**src/rtl/instr_stream_encoder_pkg.sv**
```systemverilog
// Shared constants for the RV32I program loader: opcodes, request classes, FSM states.
package instr_stream_encoder_pkg;

   localparam logic [6:0] OPC_R      = 7'b0110011;
   localparam logic [6:0] OPC_I      = 7'b0010011;
   localparam logic [6:0] OPC_LOAD   = 7'b0000011;
   localparam logic [6:0] OPC_STORE  = 7'b0100011;
   localparam logic [6:0] OPC_BRANCH = 7'b1100011;
   localparam logic [6:0] OPC_JAL    = 7'b1101111;
   localparam logic [6:0] OPC_LUI    = 7'b0110111;

   typedef enum logic [2:0] {
      CLS_R      = 3'd0,
      CLS_I      = 3'd1,
      CLS_LOAD   = 3'd2,
      CLS_STORE  = 3'd3,
      CLS_BRANCH = 3'd4,
      CLS_JAL    = 3'd5,
      CLS_LUI    = 3'd6,
      CLS_ILL    = 3'd7
   } cls_t;

   typedef logic [1:0] state_t;
   localparam state_t ST_IDLE = 2'd0;
   localparam state_t ST_RUN  = 2'd1;
   localparam state_t ST_FULL = 2'd2;

endpackage

```
**src/rtl/instr_stream_encoder_packer.sv**
```systemverilog
// Combinational field packer: request class + fields -> 32-bit RV32I word.
module instr_field_packer
   import instr_stream_encoder_pkg::*;
(
   input  logic [2:0]  cls,
   input  logic [4:0]  rd,
   input  logic [4:0]  rs1,
   input  logic [4:0]  rs2,
   input  logic [2:0]  funct3,
   input  logic        f7b5,
   input  logic [31:0] imm,
   output logic [31:0] word
);

   always_comb begin
      word = 32'd0;
      case (cls)
         CLS_R:      word = {1'b0, f7b5, 5'b0, rs2, rs1, funct3, rd, OPC_R};
         CLS_I: begin
            // shift-immediate forms carry the SRAI select in bit 30, shamt in [24:20]
            if (funct3 == 3'b001 || funct3 == 3'b101)
               word = {1'b0, f7b5, 5'b0, imm[4:0], rs1, funct3, rd, OPC_I};
            else
               word = {imm[11:0], rs1, funct3, rd, OPC_I};
         end
         CLS_LOAD:   word = {imm[11:0], rs1, funct3, rd, OPC_LOAD};
         CLS_STORE:  word = {imm[11:5], rs2, rs1, funct3, imm[4:0], OPC_STORE};
         CLS_BRANCH: word = {imm[12], imm[10:5], rs2, rs1, funct3, imm[4:1], imm[11], OPC_BRANCH};
         CLS_JAL:    word = {imm[20], imm[10:1], imm[11], imm[19:12], rd, OPC_JAL};
         CLS_LUI:    word = {imm[31:12], rd, OPC_LUI};
         default:    word = 32'd0;
      endcase
   end

endmodule

```
**src/rtl/instr_stream_encoder.sv**
```systemverilog
// Program loader: encodes field requests and streams them into instruction memory.
module instr_stream_encoder
   import instr_stream_encoder_pkg::*;
#(
   parameter int ADDR_W = 8
) (
   input  logic              clk,
   input  logic              rst,
   input  logic              start,
   input  logic [ADDR_W-1:0] base_addr,
   input  logic              in_valid,
   output logic              in_ready,
   input  logic [2:0]        in_class,
   input  logic [4:0]        in_rd,
   input  logic [4:0]        in_rs1,
   input  logic [4:0]        in_rs2,
   input  logic [2:0]        in_funct3,
   input  logic              in_f7b5,
   input  logic [31:0]       in_imm,
   output logic              imem_we,
   output logic [ADDR_W-1:0] imem_addr,
   output logic [31:0]       imem_wdata,
   input  logic              imem_ready,
   output logic [ADDR_W:0]   count,
   output logic              busy,
   output logic              full,
   output logic              err
);

   state_t            state;
   logic              out_v;
   logic [ADDR_W-1:0] base_q;
   logic [31:0]       enc;
   logic              done, last, acc;

   instr_field_packer u_packer (
      .cls    (in_class),
      .rd     (in_rd),
      .rs1    (in_rs1),
      .rs2    (in_rs2),
      .funct3 (in_funct3),
      .f7b5   (in_f7b5),
      .imm    (in_imm),
      .word   (enc)
   );

   assign done = out_v && imem_ready;
   assign last = (imem_addr == base_q - ADDR_W'(1));
   // no new word may enter behind the one that fills the final address
   assign in_ready = (state == ST_RUN) && !start && (!out_v || (imem_ready && !last));
   assign acc      = in_valid && in_ready;
   assign imem_we  = out_v;
   assign busy     = (state == ST_RUN);
   assign full     = (state == ST_FULL);

   always_ff @(posedge clk) begin
      if (rst) begin
         state      <= ST_IDLE;
         out_v      <= 1'b0;
         base_q     <= '0;
         imem_addr  <= '0;
         imem_wdata <= 32'd0;
         count      <= '0;
         err        <= 1'b0;
      end else if (start) begin
         state      <= ST_RUN;
         out_v      <= 1'b0;
         base_q     <= base_addr;
         imem_addr  <= base_addr;
         imem_wdata <= 32'd0;
         count      <= '0;
         err        <= 1'b0;
      end else begin
         if (done) begin
            count <= count + (ADDR_W+1)'(1);
            if (last) state <= ST_FULL;
            else      imem_addr <= imem_addr + ADDR_W'(1);
         end
         if (acc && in_class != CLS_ILL) begin
            out_v      <= 1'b1;
            imem_wdata <= enc;
         end else if (done) begin
            out_v <= 1'b0;
         end
         if (acc && in_class == CLS_ILL) err <= 1'b1;
      end
   end

endmodule
```
**config.mk**
```make
export PLATFORM = sky130hd
export DESIGN_NAME = instr_stream_encoder
export DESIGN_NICKNAME = d
export VERILOG_FILES = /design/src/rtl/instr_stream_encoder_pkg.sv /design/src/rtl/instr_stream_encoder_packer.sv /design/src/rtl/instr_stream_encoder.sv
export SDC_FILE = /design/constraint.sdc
export NUM_CORES = 1
export LEC_CHECK = 0
export CORE_MARGIN = 2
export CORE_UTILIZATION = 50
export CTS_CLUSTER_DIAMETER = 60
export DETAILED_ROUTE_END_ITERATION = 16
export PLACE_DENSITY_LB_ADDON = 0.12
export SYNTH_ARGS = -nofsm -noshare
export SYNTH_HDL_FRONTEND = slang
export SYNTH_SLANG_ARGS = --single-unit
```
**constraint.sdc**
```tcl
create_clock -name clk -period 3.6 [get_ports clk]
set_input_delay 0.36 -clock clk [delete_from_list [all_inputs] [get_ports clk]]
set_output_delay 0.36 -clock clk [all_outputs]
set_load 0.02 [all_outputs]
```
==> metrics.cfg, run 1 <==
[logic_synthesis]
avgSynthCellArea_um2 = 7.804
synth.net_count = 526
synth_edf_count = 0
synth_area_mm2 = 0.003558
yosysWarnings = 0
yosys.area.top_type_share_pct = 33.76
synthCells = 456
ys_ff_latch = 60
yosysTopAreaCell = dfxtp_1
ys_async_sr_fraction_pct = 0
yosysUniqueCellTypes = 51
yosysSeqAreaShare_pct = 33.76
ys.flop_type = dfxtp_1
synth.area.top_cells = dfxtp_1 (34%), a21oi_1 (9.0%), o21ai_0 (4.4%)

[job]
drv_cap = 0

[placement]
placed_cells = 642
place_hpwl_mm = 7.361
numPortBuffers = 120
gp_congestion = 0.8389

[worst_setup_path]
cp-end-kind = primary output
path_class = register to primary output
worstSetupStartpoint = base_q[0]$_SDFFE_PP0P_
reg2reg_setup_slack_ns = 0.44
worstPathRequired_ns = 3.24
r2r_cells = 7
worstReg2RegEnd = imem_wdata[6]$_SDFFE_PP0P_
arrival_ns = 2.95
critPathLaunchType = register
crit_fanout = 8
r2r_start = base_q[0]$_SDFFE_PP0P_

[cells_and_area]
num-fill-cells = 596
n_antenna_cell = 0
area_delta_synth_final_pct = 39.94
layout.cells.non_filler = 657
drive_above_1_share_pct = 6.952
final_nets = 627

[global_routing]
grt_max_degree = 42
grtUsageTotal_pct = 26.25
grt_pass1_wl_mm = 16.08
antenna_found_initial = 0
grt_pass1_vias = 3444
grt_remaining_overflow = 0

[clock_tree]
cts-root-buf = clkbuf_8
cts_tree = done
clock-sinks = 60
clk_latency_ns = 0.34
htreeDepth = 3
cts_buffer_depth = 2
clk_pin_slew_ns = 0.06
cts_hold_buffers = 0
cts_buffers = 9

[die]
initial_core_util_pct = 52.09
fp.dieW_um = 88.36
placementRows = 30
die_h_um = 88.36
boundaryPins = 121
dieArea_mm2 = 0.007807
coreArea_mm2 = 0.006832

[sta]
max_slew_margin_pct = 20.29
setup_violations = 0
fin_tns_setup_ns = 0
maxSlewViolCount = 0
max_freq_mhz = 301.7
rsz0062_at_grt = false
hold_viol = 0
worst_hold_slack_ns = 0.4787
post-route-period-util_pct = 92.08
period_minus_slack_ns = 3.315
worstMarginPinSlew_ns = 1.196
skew_ns = 0.01236

[route]
drtAntennaViolNets = 0
firstDrtPassIters = 6
drc = 0
finalWirelength_mm = 10.17
drt-wirelength-per-cell_um = 15.49
vias = 3737
drt_iter0_drc = 238
drt-vias-per-instance = 5.688

[worst_hold_path]
min_from = imem_wdata[9]$_SDFFE_PP0P_
hp-class = register to register
whs_path_depth = 2
timing.hold.worst_endpoint = imem_wdata[9]$_SDFFE_PP0P_

[pwr]
leakage_nw = 1.788
power_density_mw_per_mm2 = 344.9
vdd_drop_max_v = 0.0002542

[status]
outcome = completed

==> per-stage QoR <==
stage / utilization (%) / instance area [um2] / total power, mW / setup WS, ns
after detailed placement: 69.69 / 4761 / 1.055 / 0.5973
after CTS: 72.84 / 4976 / 1.719 / 0.2260
final: 72.89 / 4980 / 1.717 / 0.2853
after floorplan: - / 3558 / 0.9112 / 1.241
after global placement: 69.69 / 4761 / 1.045 / 0.6710
after global routing: 72.89 / 4980 / 1.793 / 0.1254
==> where the power goes <==
part | leakage [nW] | switching, mW | internal, mW
Clock | 0.109 | 0.267 | 0.405
Sequential | 0.488 | 0.0226 | 0.681
Combinational | 1.19 | 0.170 | 0.171
==> placed cells by master (no fill, tap or decap), drive strengths merged, types with 4 or more instances in the layout <==
cell type	count
o21a	4
xor2	10
nand4	5
dfxtp	60
nor2	37
mux4	4
clkbuf	11
a21oi	65
nand2	26
o21ai	32
a22oi	5
buf	9
mux2i	12
inv	18
nor2b	9
and3	13
nand3	22
nor3	22
xnor2	9
a211oi	18
clkdlybuf4s50	120
o221ai	8
nand2b	6
==> critical path, stage by stage (launching register included) <==
cell and delay (ns):
dfxtp_1 0.36, or4_4 0.58, or4_1 0.51, o211ai_1 0.12, a31o_2 0.26, nand2_1 0.10, nand2_1 0.09, a21oi_1 0.07
clkdlybuf4s50_1 0.54
==> final cells by class <==
class | instances | area (um2) | area share (%)
Clock inverter | 4 | 73.82 | 1.482
Timing Repair Buffer | 129 | 1269 | 25.48
Tap cell | 96 | 120.1 | 2.412
Sequential cell | 60 | 1201 | 24.12
Clock buffer | 11 | 141.4 | 2.839
Multi-Input combinational cell | 339 | 2107 | 42.31
Inverter | 18 | 67.56 | 1.357
==> layer usage <==
metal / GRT usage [%] / wire length (um)
met1: 32.70 / 4188
met2: 44.77 / 5163
met4: 7.438 / 95
met5: 0 / 0
met3: 6.996 / 727
==> timing repair <==
item | 4_1_cts | 5_1_grt
buffers inserted | 0 | 0
endpoints found under the setup margin | 0 | 1
gates resized for setup | 0 | 1
==> worst max path at each step <==
stage                                      end  slack (ns)
floorplan                             in_ready        1.24
global route                          in_ready        0.13
finish                                in_ready        0.29
detailed placement                    in_ready        0.60
global placement    imem_wdata[6]$_SDFFE_PP0P_        0.67
CTS                                   in_ready        0.23
==> logic make-up (layout without fill, tap and decap cells) <==
kind of cell	Yosys count	count (layout)	synth area share [%]
adders and majority gates	3	3	1.055
buffers and inverters	57	162	7.137
muxes	17	17	6.224
xor gates and xnor gates	19	19	4.677
AOI/OAI and AO/OA	147	147	25.74
and+or+nand+nor	153	153	21.41
DFF	60	60	33.76
==> state kept, by name, summed over array words and instances, names as in the netlist <==
name,cells
imem_we,1
imem_addr,8
imem_wdata,31
count,9
base_q,8
err,1
state,2
==> cell usage after synthesis, types with 2 or more instances <==
library cell	count
o21a_1	4
nand4_1	5
nor3b_1	2
nand2_1	26
xnor2_1	9
and3_1	13
nand3_1	22
nor2_1	37
mux2i_1	12
dfxtp_1	60
nor3_1	22
a211oi_2	2
o221ai_1	8
nor2b_1	9
mux4_2	4
a211oi_1	16
a21oi_1	64
inv_1	18
or3_1	2
nand3b_1	2
o21ai_0	31
nand2b_1	6
buf_6	3
a31oi_1	3
clkbuf_1	31
o211ai_1	2
or2_2	2
o21bai_1	2
a22oi_1	5
xor2_1	10
ha_1	3
a221o_1	2
Note: power is estimated with default switching activity, not from simulation.
==> run 2: changes to the inputs <==
--- a/config.mk
+++ b/config.mk
@@ -10,6 +10,7 @@
 export CTS_CLUSTER_DIAMETER = 60
 export DETAILED_ROUTE_END_ITERATION = 16
 export PLACE_DENSITY_LB_ADDON = 0.12
+export RECOVER_POWER = 100
 export SYNTH_ARGS = -nofsm -noshare
 export SYNTH_HDL_FRONTEND = slang
 export SYNTH_SLANG_ARGS = --single-unit
==> run 2 against run 1 <==
Against the previous run: sequential share of layout area up 0.11 points; hold slack got worse by 0.0016 ns; count of clock-buffer cells in the layout unchanged; critical path depth is the same; clock skew rose by 0.0014 ns; highest routed layer unchanged.
==> metrics.cfg, run 2 (synthesis results as in run 1) <==
[sta]
fin_tns_setup_ns = 0  ; unchanged
post-route-period-util_pct = 93.35  ; was 92.08%
skew_ns = 0.01378  ; was 0.01236 ns
max_freq_mhz = 297.6  ; was 301.7 MHz
worstMarginPinSlew_ns = 1.451  ; was 1.196 ns
max_slew_margin_pct = 3.293  ; was 20.29%
setup_violations = 0  ; unchanged
maxSlewViolCount = 0  ; unchanged
rsz0062_at_grt = false  ; unchanged
period_minus_slack_ns = 3.361  ; was 3.315 ns
hold_viol = 0  ; unchanged

[clock_tree]
cts_hold_buffers = 0  ; unchanged
cts_setup_buffers = 0  ; unchanged
cts_buffer_depth = 2  ; unchanged
clock-sinks = 60  ; unchanged
htreeDepth = 3  ; unchanged
cts_tree = done  ; unchanged
clk_latency_ns = 0.34  ; about the same
cts-resized-gates = 0  ; unchanged
cts-root-buf = clkbuf_8  ; unchanged
cts_buffers = 9  ; unchanged
clk_pin_slew_ns = 0.06  ; about the same

[global_routing]
grtUsageTotal_pct = 26.25  ; unchanged
use_met3_pct = 6.996  ; unchanged
grt_remaining_overflow = 0  ; unchanged
grt_pass1_wl_mm = 16.08  ; unchanged
grt_use_met2_pct = 44.77  ; unchanged
grt_pass1_vias = 3444  ; unchanged
antenna_found_initial = 0  ; unchanged
busiest_layer = met2  ; unchanged
grt_max_degree = 42  ; unchanged
grt_use_met1_pct = 32.70  ; unchanged

[worst_setup_path]
endpoint = in_ready  ; unchanged
critPathLaunchType = register  ; unchanged
r2r_start = base_q[0]$_SDFFE_PP0P_  ; unchanged
path_class = register to primary output  ; unchanged
worstPathRequired_ns = 3.24  ; about the same
critPathTopFamily = simple AND/OR/NAND/NOR gates  ; unchanged
crit_fanout = 8  ; unchanged
worstSetupStartpoint = base_q[0]$_SDFFE_PP0P_  ; unchanged
path_depth = 8  ; unchanged
cp-end-kind = primary output  ; unchanged
reg2reg_setup_slack_ns = 0.48  ; was 0.44 ns
worstReg2RegEnd = imem_wdata[6]$_SDFFE_PP0P_  ; unchanged
r2r_cells = 7  ; unchanged
crit_path_cell_trace = or4_4 > or4_1 > o211ai_1 > a31o_1 > nand2_1 > nand2_1 > a21oi_1 > clkdlybuf4s50_1  ; was or4_4 > or4_1 > o211ai_1 > a31o_2 > nand2_1 > nand2_1 > a21oi_1 > clkdlybuf4s50_1
critPathBufInv = 1  ; unchanged
path_common_cell = nand2_1  ; unchanged
critPathMaxStageDelay_ns = 0.58  ; about the same
cp_slowest_cell = or4_4  ; unchanged
arrival_ns = 3.00  ; was 2.95 ns

[cells_and_area]
area_delta_synth_final_pct = 39.31  ; was 39.94%
num-fill-cells = 599  ; was 596
stdcell_area_mm2 = 0.004957  ; was 0.004980 mm2
drive_above_1_share_pct = 6.239  ; was 6.952%
top_regs = imem_wdata x31, count x9  ; unchanged
top_register = imem_wdata  ; unchanged
largest_register_ffs = 31  ; unchanged
final_cell_mix = clkdlybuf4s50_1 (66), a21oi_1 (63), dfxtp_1 (60)  ; was clkdlybuf4s50_1 (120), a21oi_1 (63), dfxtp_1 (60)
final_nets = 627  ; unchanged
layout_commonest_cell = clkdlybuf4s50_1  ; unchanged
n_antenna_cell = 0  ; unchanged

[route]
drc = 0  ; unchanged
drt_iter0_drc = 231  ; was 238
firstDrtPassIters = 5  ; was 6
finalWirelength_mm = 10.10  ; was 10.17 mm
vias = 3733  ; was 3737
drtAntennaViolNets = 0  ; unchanged
drt-wirelength-per-cell_um = 15.38  ; was 15.49 um
drt-vias-per-instance = 5.682  ; was 5.688

[die]
dieArea_mm2 = 0.007807  ; unchanged
initial_core_util_pct = 52.09  ; unchanged
fp.dieW_um = 88.36  ; unchanged
placementRows = 30  ; unchanged
coreArea_mm2 = 0.006832  ; unchanged
boundaryPins = 121  ; unchanged
die_h_um = 88.36  ; unchanged

[pwr]
vdd_drop_max_v = 0.0002553  ; was 0.0002542 V
leakage_nw = 1.959  ; was 1.788 nW
power_density_mw_per_mm2 = 344.6  ; was 344.9 mW/mm2

[job]
drv_cap = 0  ; unchanged

[placement]
place_hpwl_mm = 7.361  ; unchanged
numPortBuffers = 120  ; unchanged
dpl-instance-area_mm2 = 0.004761  ; unchanged
gp_congestion = 0.8389  ; unchanged

[worst_hold_path]
hp-class = register to register  ; unchanged

[status]
outcome = completed  ; unchanged

-- run 2: cell types whose count changed in the layout (fill, tap and decap cells not counted) --
cell and delta:
a31o_1 +1, a2111oi_4 -1, or2_1 +1, a31o_2 -1, clkdlybuf4s50_1 -54, a2111oi_0 +1
or2_2 -1, o21ai_2 -1, dlygate4sd3_1 +54, o21ai_1 +1
-- run 2: cell type report --
type | instances | area, um2 | area share (%)
Sequential cell | 60 | 1201 | 24.23
Multi-Input combinational cell | 339 | 2085 | 42.05
Clock inverter | 4 | 73.82 | 1.489
Tap cell | 96 | 120.1 | 2.423
Clock buffer | 11 | 141.4 | 2.852
Inverter | 18 | 67.56 | 1.363
Timing Repair Buffer | 129 | 1269 | 25.59
-- run 2: worst min path at each step --
stage                     slack (ns)  depth (start not counted)                   startpoint                          end
final                           0.48                          2   imem_wdata[9]$_SDFFE_PP0P_   imem_wdata[9]$_SDFFE_PP0P_
after global routing            0.50                          2  imem_wdata[23]$_SDFFE_PP0P_  imem_wdata[23]$_SDFFE_PP0P_
after CTS                       0.48                          2   imem_wdata[9]$_SDFFE_PP0P_   imem_wdata[9]$_SDFFE_PP0P_
after detailed placement        0.47                          2   imem_wdata[7]$_SDFFE_PP0P_   imem_wdata[7]$_SDFFE_PP0P_
after floorplan                 0.45                          2        state[1]$_SDFFE_PP0P_        state[1]$_SDFFE_PP0P_
after global placement          0.45                          1   imem_wdata[5]$_SDFFE_PP0P_   imem_wdata[5]$_SDFFE_PP0P_
-- run 2: power breakdown --
| part | internal (mW) | switching (mW) | leakage [nW] |
|---|---|---|---|
| logic | 0.165 | 0.167 | 1.36 |
| clock network | 0.405 | 0.267 | 0.109 |
| registers | 0.681 | 0.0223 | 0.488 |
| total | 1.25 | 0.456 | 1.96 |
-- run 2: metal layers --
metal	share of wire (%)	wire length (um)
met5	0	0
met4	1.3	131
met3	6.9	693
met2	51	5111
met1	41	4168
-- run 2: worst min-delay path, stage by stage (launching register included) --
cell and delay (ns):
dfxtp_1 0.30, o21ai_0 0.06, a21oi_1 0.06
-- run 2: per-stage QoR --
step | hold slack [ns] | cells | total power, mW | setup WS, ns | utilization (%)
2_1_floorplan | 0.4515 | 456 | 0.9112 | 1.241 | -
3_3_place_gp | 0.4486 | 642 | 1.045 | 0.6710 | 69.69
3_5_place_dp | 0.4733 | 642 | 1.055 | 0.5973 | 69.69
4_1_cts | 0.4828 | 657 | 1.719 | 0.2260 | 72.84
5_1_grt | 0.5021 | 657 | 1.786 | 0.08334 | 72.56
6_report | 0.4771 | 657 | 1.708 | 0.2394 | 72.56
==> run 3: changes to the inputs <==
--- a/config.mk
+++ b/config.mk
@@ -10,7 +10,7 @@
 export CTS_CLUSTER_DIAMETER = 60
 export DETAILED_ROUTE_END_ITERATION = 16
 export PLACE_DENSITY_LB_ADDON = 0.12
-export RECOVER_POWER = 100
+export SKIP_CTS_REPAIR_TIMING = 1
 export SYNTH_ARGS = -nofsm -noshare
 export SYNTH_HDL_FRONTEND = slang
 export SYNTH_SLANG_ARGS = --single-unit
==> results of run 3 <==
The final DEF is identical to that of run 1; final timing and power are the same.
